--- src/rtl/bru_redirect.sv ---
// rtl/bru_redirect.sv - Branch resolve unit: mispredict redirect, refetch squash and predictor update FIFO.
module bru_redirect #(
    parameter int XLEN  = 32,
    parameter int DEPTH = 4
) (
    input  logic            i_clk,
    input  logic            i_rstn,
    input  logic            i_res_valid,
    output logic            o_res_ready,
    input  logic [XLEN-1:0] i_res_pc,
    input  logic            i_res_is_cond,
    input  logic            i_res_taken,
    input  logic [XLEN-1:0] i_res_target,
    input  logic            i_res_pred_taken,
    input  logic [XLEN-1:0] i_res_pred_target,
    input  logic            i_flush_done,
    input  logic            i_upd_stall,
    output logic [XLEN-1:0] o_exu_pcRedirect_npc,
    output logic            o_exu_pcRedirect_npc_valid,
    output logic [XLEN-1:0] o_pc_jumpsrc,
    output logic [XLEN-1:0] o_pc_jumpdst,
    output logic            o_ubtb_update,
    output logic            o_upht_update,
    output logic            o_ghr_update,
    output logic            o_satCnt_update,
    output logic            o_last_jump,
    output logic            o_flushing,
    output logic [31:0]     o_mispred_cnt
);

    localparam int AW = $clog2(DEPTH);

    typedef enum logic {S_IDLE = 1'b0, S_FLUSH = 1'b1} state_t;

    typedef struct packed {
        logic [XLEN-1:0] pc;
        logic [XLEN-1:0] target;
        logic            taken;
        logic            is_cond;
        logic            ubtb_wr;
    } upd_t;

    state_t          state_q, state_d;
    upd_t            mem_q [DEPTH];
    logic [AW:0]     wptr_q, rptr_q;
    logic            full, empty, fire, push, pop, mispred;
    logic            redir_valid_q, upd_strobe_q, upd_cond_q, upd_ubtb_q, last_jump_q;
    logic [XLEN-1:0] npc_q, src_q, dst_q;
    logic [31:0]     cnt_q;
    upd_t            wr_entry;

    assign full  = (wptr_q[AW] != rptr_q[AW]) && (wptr_q[AW-1:0] == rptr_q[AW-1:0]);
    assign empty = (wptr_q == rptr_q);
    assign fire  = i_res_valid && o_res_ready;
    assign push  = fire && (state_q == S_IDLE);
    assign pop   = !empty && !i_upd_stall;

    assign mispred = (i_res_pred_taken != i_res_taken) ||
                     (i_res_taken && (i_res_pred_target != i_res_target));

    assign wr_entry = '{pc:      i_res_pc,
                        target:  i_res_target,
                        taken:   i_res_taken,
                        is_cond: i_res_is_cond,
                        ubtb_wr: i_res_taken && (!i_res_pred_taken ||
                                                 (i_res_pred_target != i_res_target))};

    always_ff @(posedge i_clk or negedge i_rstn) begin
        if (!i_rstn) begin
            state_q <= S_IDLE;
        end else begin
            state_q <= state_d;
        end
    end

    always_comb begin
        state_d = state_q;
        case (state_q)
            S_IDLE:  if (fire && mispred) state_d = S_FLUSH;
            S_FLUSH: if (i_flush_done)    state_d = S_IDLE;
            default: state_d = S_IDLE;
        endcase
    end

    // Dropping in FLUSH means the front end never sees back-pressure while squashing.
    always_comb begin
        o_flushing  = (state_q == S_FLUSH);
        o_res_ready = (state_q == S_FLUSH) || !full;
    end

    always_ff @(posedge i_clk) begin
        if (push) begin
            mem_q[wptr_q[AW-1:0]] <= wr_entry;
        end
    end

    always_ff @(posedge i_clk or negedge i_rstn) begin
        if (!i_rstn) begin
            wptr_q <= '0;
            rptr_q <= '0;
        end else begin
            if (push) wptr_q <= wptr_q + 1'b1;
            if (pop)  rptr_q <= rptr_q + 1'b1;
        end
    end

    always_ff @(posedge i_clk or negedge i_rstn) begin
        if (!i_rstn) begin
            redir_valid_q <= 1'b0;
            npc_q         <= '0;
            cnt_q         <= '0;
        end else begin
            redir_valid_q <= push && mispred;
            if (push && mispred) begin
                npc_q <= i_res_taken ? i_res_target : i_res_pc + XLEN'(4);
                cnt_q <= cnt_q + 32'd1;
            end
        end
    end

    // Strobes pulse for one cycle; the address/direction fields keep the last popped entry.
    always_ff @(posedge i_clk or negedge i_rstn) begin
        if (!i_rstn) begin
            upd_strobe_q <= 1'b0;
            upd_cond_q   <= 1'b0;
            upd_ubtb_q   <= 1'b0;
            last_jump_q  <= 1'b0;
            src_q        <= '0;
            dst_q        <= '0;
        end else begin
            upd_strobe_q <= pop;
            upd_cond_q   <= pop && mem_q[rptr_q[AW-1:0]].is_cond;
            upd_ubtb_q   <= pop && mem_q[rptr_q[AW-1:0]].ubtb_wr;
            if (pop) begin
                src_q       <= mem_q[rptr_q[AW-1:0]].pc;
                dst_q       <= mem_q[rptr_q[AW-1:0]].target;
                last_jump_q <= mem_q[rptr_q[AW-1:0]].taken;
            end
        end
    end

    assign o_exu_pcRedirect_npc       = npc_q;
    assign o_exu_pcRedirect_npc_valid = redir_valid_q;
    assign o_mispred_cnt              = cnt_q;
    assign o_pc_jumpsrc               = src_q;
    assign o_pc_jumpdst               = dst_q;
    assign o_last_jump                = last_jump_q;
    assign o_ubtb_update              = upd_strobe_q && upd_ubtb_q;
    assign o_upht_update              = upd_strobe_q && upd_cond_q;
    assign o_ghr_update               = upd_strobe_q && upd_cond_q;
    assign o_satCnt_update            = upd_strobe_q && upd_cond_q;

endmodule

--- config.mk ---
export PLATFORM = sky130hd
export DESIGN_NAME = bru_redirect
export DESIGN_NICKNAME = d
export VERILOG_FILES = /design/src/rtl/bru_redirect.sv
export SDC_FILE = /design/constraint.sdc
export NUM_CORES = 1
export LEC_CHECK = 0
export ABC_AREA = 1
export BUFFER_PORTS_ARGS = -buffer_cell sky130_fd_sc_hd__buf_2
export CORE_AREA = 5 5 274 276
export CTS_BUF_LIST = sky130_fd_sc_hd__clkbuf_16
export CTS_CLUSTER_SIZE = 14
export DETAILED_ROUTE_END_ITERATION = 8
export DIE_AREA = 0 0 279 281
export SYNTH_ARGS = -nofsm -noshare
export SYNTH_HDL_FRONTEND = slang
export SYNTH_SLANG_ARGS = --single-unit
--- constraint.sdc ---
create_clock -name i_clk -period 5.86 [get_ports i_clk]
set_input_delay 0.293 -clock i_clk [delete_from_list [all_inputs] [get_ports i_clk]]
set_output_delay 0.293 -clock i_clk [all_outputs]
set_load 0.03 [all_outputs]
# Word-level counts from Yosys, hierarchy flattened
# Memory sizes are Yosys's and may differ from the RTL's.
# Index checks and enable logic that the tools add are counted.
dict set report word_totals {
  wordCells 48
  latch_bits 0
  ff_bits 140
  mem_count 1
  ram_bits 268
  inputBits 104
  out_inout_bits 136
  romBits 0
}
# name depth word_bits read_ports rd_ports_with_merged_regs write_ports line
set mem_list {}
lappend mem_list {mem_q 4 67 1 0 1 44} ;# upd_t mem_q [DEPTH];
dict set report op_classes {
  n_reduce_logical 19
  n_mul 0
  shift 0
  n_lt_le_gt_ge 0
  bitwise 1
  div 0
  add_sub_neg 4
  eq_ne 5
  mux 6
}
# operator count
set ops {}
lappend ops {{$add 32x1->32 const B} 1}
lappend ops {{$add 32x3->32 const B} 1}
lappend ops {{$mux 32} 1}
lappend ops {{$ne 32x32->1} 1}
lappend ops {{$logic_and 1x1->1} 12}
lappend ops {{$add 3x1->3 const B} 2}
lappend ops {{$logic_not 1->1} 4}
lappend ops {{$mux 1} 4}
lappend ops {{$eq 3x3->1} 1}
lappend ops {{$logic_or 1x1->1} 3}
lappend ops {{$eq 2x2->1} 1}
lappend ops {{$ne 1x1->1} 2}
lappend ops {{$pmux 1 s2} 1}
lappend ops {{$not 1->1} 1}

# Logic depth before layout (Yosys ltp)
dict set report depth {
  depth_word 8
  depth_mapped 13
  depth_no_buf 12
}

# Worst setup path before layout
# OpenSTA, ideal clock, no wires.
dict set report synth_timing {
  path_type {reg-to-reg}
  from {reg rptr_q[0]}
  to {mem mem_q[3][0] (netlist name) (enable)}
  slack_ps 1349
  arrival_ps 4016
  required_ps 5365
  synth_period_minus_slack_ps 4511
  setup_time_ps 495
  path_buffers 1
  path_stages_with_launch 9
  path_cell_list {dfrtp_1 buf_4 inv_4 nand2_1 nand2_1 nor2_2 nand2_2 nand2_1 nor2_1}
}
dict set report synth_between {
  elab_chain_cells 8
}
# element line
set synth_lines {}
lappend synth_lines {{from (decl)} 45} ;# logic [AW:0] wptr_q, rptr_q;
lappend synth_lines {{from (signal assigned)} 103} ;# if (pop) rptr_q <= rptr_q + 1'b1;
lappend synth_lines {{$eq 2x2->1} 52} ;# assign full = (wptr_q[AW] != rptr_q[AW]) && (wptr_q[AW-1:0] == rptr_q[AW-1:0]);
lappend synth_lines {{$logic_and 1x1->1} 52}
lappend synth_lines {{$logic_not 1->1} 88} ;# o_res_ready = (state_q == S_FLUSH) || !full;
lappend synth_lines {{$logic_or 1x1->1} 88}
lappend synth_lines {{via o_res_ready} 9} ;# output logic o_res_ready,
lappend synth_lines {{$logic_and 1x1->1} 54} ;# assign fire = i_res_valid && o_res_ready;
lappend synth_lines {{$logic_and 1x1->1} 55} ;# assign push = fire && (state_q == S_IDLE);
lappend synth_lines {{$mux 1} 92} ;# if (push) begin
lappend synth_lines {{$mux 1 (not written as such)} 93} ;# mem_q[wptr_q[AW-1:0]] <= wr_entry;
lappend synth_lines {{to (decl)} 44}
# The timed path passes the listed nets, and every way through them passes these cells.

# Worst setup path in the final report
dict set report layout_timing {
  from {reg rptr_q[0]}
  to {reg cnt_q[2], in the netlist o_mispred_cnt[2]}
}
dict set report layout_between {
  elab_chain_cells 7
}
# element line
set layout_lines {}
lappend layout_lines {{$eq 2x2->1} 52}
lappend layout_lines {{$logic_and 1x1->1} 52}
lappend layout_lines {{$logic_not 1->1} 88}
lappend layout_lines {{$logic_or 1x1->1} 88}
lappend layout_lines {{$logic_and 1x1->1} 54}
lappend layout_lines {{$logic_and 1x1->1} 55}
lappend layout_lines {{$logic_and 1x1->1} 114} ;# if (push && mispred) begin
lappend layout_lines {{to (signal assigned)} 116} ;# cnt_q <= cnt_q + 32'd1;
lappend layout_lines {{to (decl)} 49} ;# logic [31:0] cnt_q;
# No other way between the ends.
# A chain may end at the register's enable or synchronous reset.

==> flow_summary.yaml <==
cells_and_area:
  nets: 2182
  finish.utilization_pct: 30.01
  final_cell_count_no_fill: 3072
  fin_area_um2: 21710
  layout-drive-gt1-share_pct: 16.55
  syn2layout_area_growth_pct: 21.65
setup_path:
  worstPathArrival_ps: 4350
  cp_cell_sequence: "inv_4 -> nand2_1 -> nand2_1 -> nor2_2 -> nand2_2 -> nand3_4 -> inv_2 -> nand2_2 -> nand2_1 -> nand2_1"
  slowest_delay_ps: 820
  crit_path_start_kind: "flip-flop"
  crit_type: "flip-flop to flip-flop"
  crit_fanout: 78
  cp_common_cell: "nand2_1"
  cp-end-kind: "flip-flop"
  cp_data_required_time_ps: 6310
  cp_slowest_cell: "dfrtp_4"
place:
  pre_cts_ws_ps: 1941
  routabilityCongestion: 0.8538
  dp_cells: 2959
  placed_area_um2: 20010
  port_buffers: 239
  dpl.hpwl_mm: 39.09
timing:
  hold_violations: 0
  min_period_ps: 3902
  tightest_slew_ps: 1045
  finalClockSkew_ps: 20.17
  relSlewSlack_pct: 30.15
  fmax_mhz: 256.3
  setup_violations: 0
  fin_hold_ws_ps: 43.98
  fin_ws_ps: 1958
  fin_tns_setup_ps: 0
  drv_slew: 0
  final.period_utilization_pct: 66.59
  rsz0062_at_grt: "no"
die:
  start_util_pct: 24.66
  core-area_um2: 72340
  chipHeight_um: 281
  ios: 240
  die_area_um2: 78400
  rows: 99
  die-width_um: 279
clocking:
  cts_num_sinks: 408
  cts_tree: "done"
  cts_resized: 0
  h-tree-depth: 2
  clk_path_buf_depth: 3
  cts_buffers: 46
  clkTransAtPathRegs_ps: 60
  cts-root-buf: "clkbuf_16"
  insertion_delay_ps: 580
power_and_ir_drop:
  seq_power_share_pct: 41.0
  power.internal_mw: 6.291
  netSwitchingFraction_pct: 39.35
  combPwrFrac_pct: 32.1
  power.switching_mw: 4.082
  p_leak_nw: 8.796
  total_power_mw: 10.37
  vdd_ir_drop_max_v: 0.0002198
  powerDensity_nw_per_um2: 477.9
  clock_power_share_pct: 26.9
yosys:
  seq_area_frac_synth_pct: 64.74
  yosys.area.top_type: "edfxtp_1"
  synthesis.area_um2: 17840
  netlist_top_cells_count: "428 x nor2_1, 386 x nand2_1, 268 x edfxtp_1, 158 x o21ai_0, 140 x dfrtp_1"
  yosysTopAreaCellShare_pct: 45.11
  synth_fp_nets: 1942
  avgSynthCellArea_um2: 9.744
  yosys_warnings: 0
  synthFlopType: "edfxtp_1"
  synth-seq-cells: 408
  synth_edf_count: 268
  ys_types: 32
  async_flop_share_pct: 34.31
  synth_area_leaders: "edfxtp_1 45%, dfrtp_1 20%, nor2_1 9.0%, nand2_1 8.1%, o21ai_0 4.4%"
  netlist_instances: 1831
  synth_most_common_cell: "nor2_1"
grt:
  grt_pass1_vias: 13040
  gr-total-overflow: 0
  antenna_found_initial: 9
  grt_pass1_wl_mm: 84.79
  grt_max_degree: 92
  grt_usage_pct: 14.24
run_status:
  status: "finished, final reports clean"
drt:
  antenna_left: 0
  vias: 13570
  drc: 0
  drtPass1Iterations: 5
  routed_wl_mm: 57.57
  via_per_inst: 4.418
  wire_per_inst_um: 18.74
  drtIter0Drc: 984
run:
  cap_violations: 0
min_path:
  hp-class: "primary input to flip-flop"
-- layout by cell type, fill, tap and decap left out, types with 11 or more instances in the layout --
cell type        n
xnor2_1         14
dfrtp_1        138
nand3_1         97
buf_2          238
clkinv_1        12
nor2_1         424
nor3_1          11
a31oi_1         66
dlygate4sd3_1   23
o21ai_0        158
inv_1          118
buf_4           13
clkbuf_16       47
edfxtp_1       268
xor2_1          17
nand2_1        386
-- flip-flops by register name (all words and copies together), names as in the netlist --
| signal | count |
|---|---|
| upd_cond_q | 1 |
| wptr_q | 3 |
| o_pc_jumpsrc | 32 |
| o_flushing | 1 |
| mem_q | 268 |
| o_pc_jumpdst | 32 |
| upd_ubtb_q | 1 |
| o_mispred_cnt | 32 |
| upd_strobe_q | 1 |
| o_last_jump | 1 |
| rptr_q | 3 |
| o_exu_pcRedirect_npc_valid | 1 |
| o_exu_pcRedirect_npc | 32 |
-- final timing paths --
check                                      endpoint  cells after the start                      from  slack [ps]
max reg2reg                        o_mispred_cnt[2]                     10                 rptr_q[0]        1960
max                                o_mispred_cnt[2]                     10                 rptr_q[0]        1960
max in group asynchronous                 rptr_q[0]                      3                    i_rstn        4400
min in group asynchronous         o_mispred_cnt[20]                      2                    i_rstn         310
min                                    mem_q[0][23]                      1          i_res_target[20]          40
min reg2reg                o_exu_pcRedirect_npc[17]                      2  o_exu_pcRedirect_npc[17]         480
-- worst max-delay path: cells and delay by family, from the launching register on --
kind / cells / cell delay (ps)
simple gates: 8 / 1660
buf+inv: 2 / 1240
flops: 1 / 820
-- cell families after synthesis --
logic type | share of synthesized area (%)
flops | 64.74
buf+inv | 4.713
fa+ha+maj | 0.4909
simple gates | 21.58
xor+xnor | 1.522
compound gates | 6.950
-- metal layers --
metal	routed length [µm]	up-vias	share of wire, %	GRT usage [%]
met2	25810	407	45	22.50
met3	5121	68	8.9	4.835
li1	-	6576	-	-
met5	55	-	0.096	0
met4	1041	8	1.8	3.119
met1	25540	6514	44	19.12
-- power by group through the flow --
stage	Clock, mW	Combinational [mW]	Sequential (mW)
final	2.79	3.33	4.26
after floorplan	0	1.66	4.80
after detailed placement	0	3.38	4.32
after CTS	2.86	3.40	4.27
after global placement	0	3.35	4.32
after global routing	2.98	3.70	4.33
-- what timing repair did --
| item | 4_1_cts | 5_1_grt |
|---|---|---|
| hold buffers | 23 | 0 |
| endpoints found under the hold margin | 152 | 0 |
| buffers inserted | 0 | 0 |
| endpoints found under the setup margin | 0 | 0 |
-- area by class of cell --
class / instances / area (µm²)
Antenna cell: 4 / 10.01
Clock buffer: 47 / 1176
Clock inverter: 39 / 276.5
Fill cell: 7564 / 50630
Inverter: 113 / 429.2
Multi-Input combinational cell: 1225 / 5488
Sequential cell: 408 / 11560
Tap cell: 959 / 1200
Timing Repair Buffer: 277 / 1570
Power figures use the tool's default switching activity.
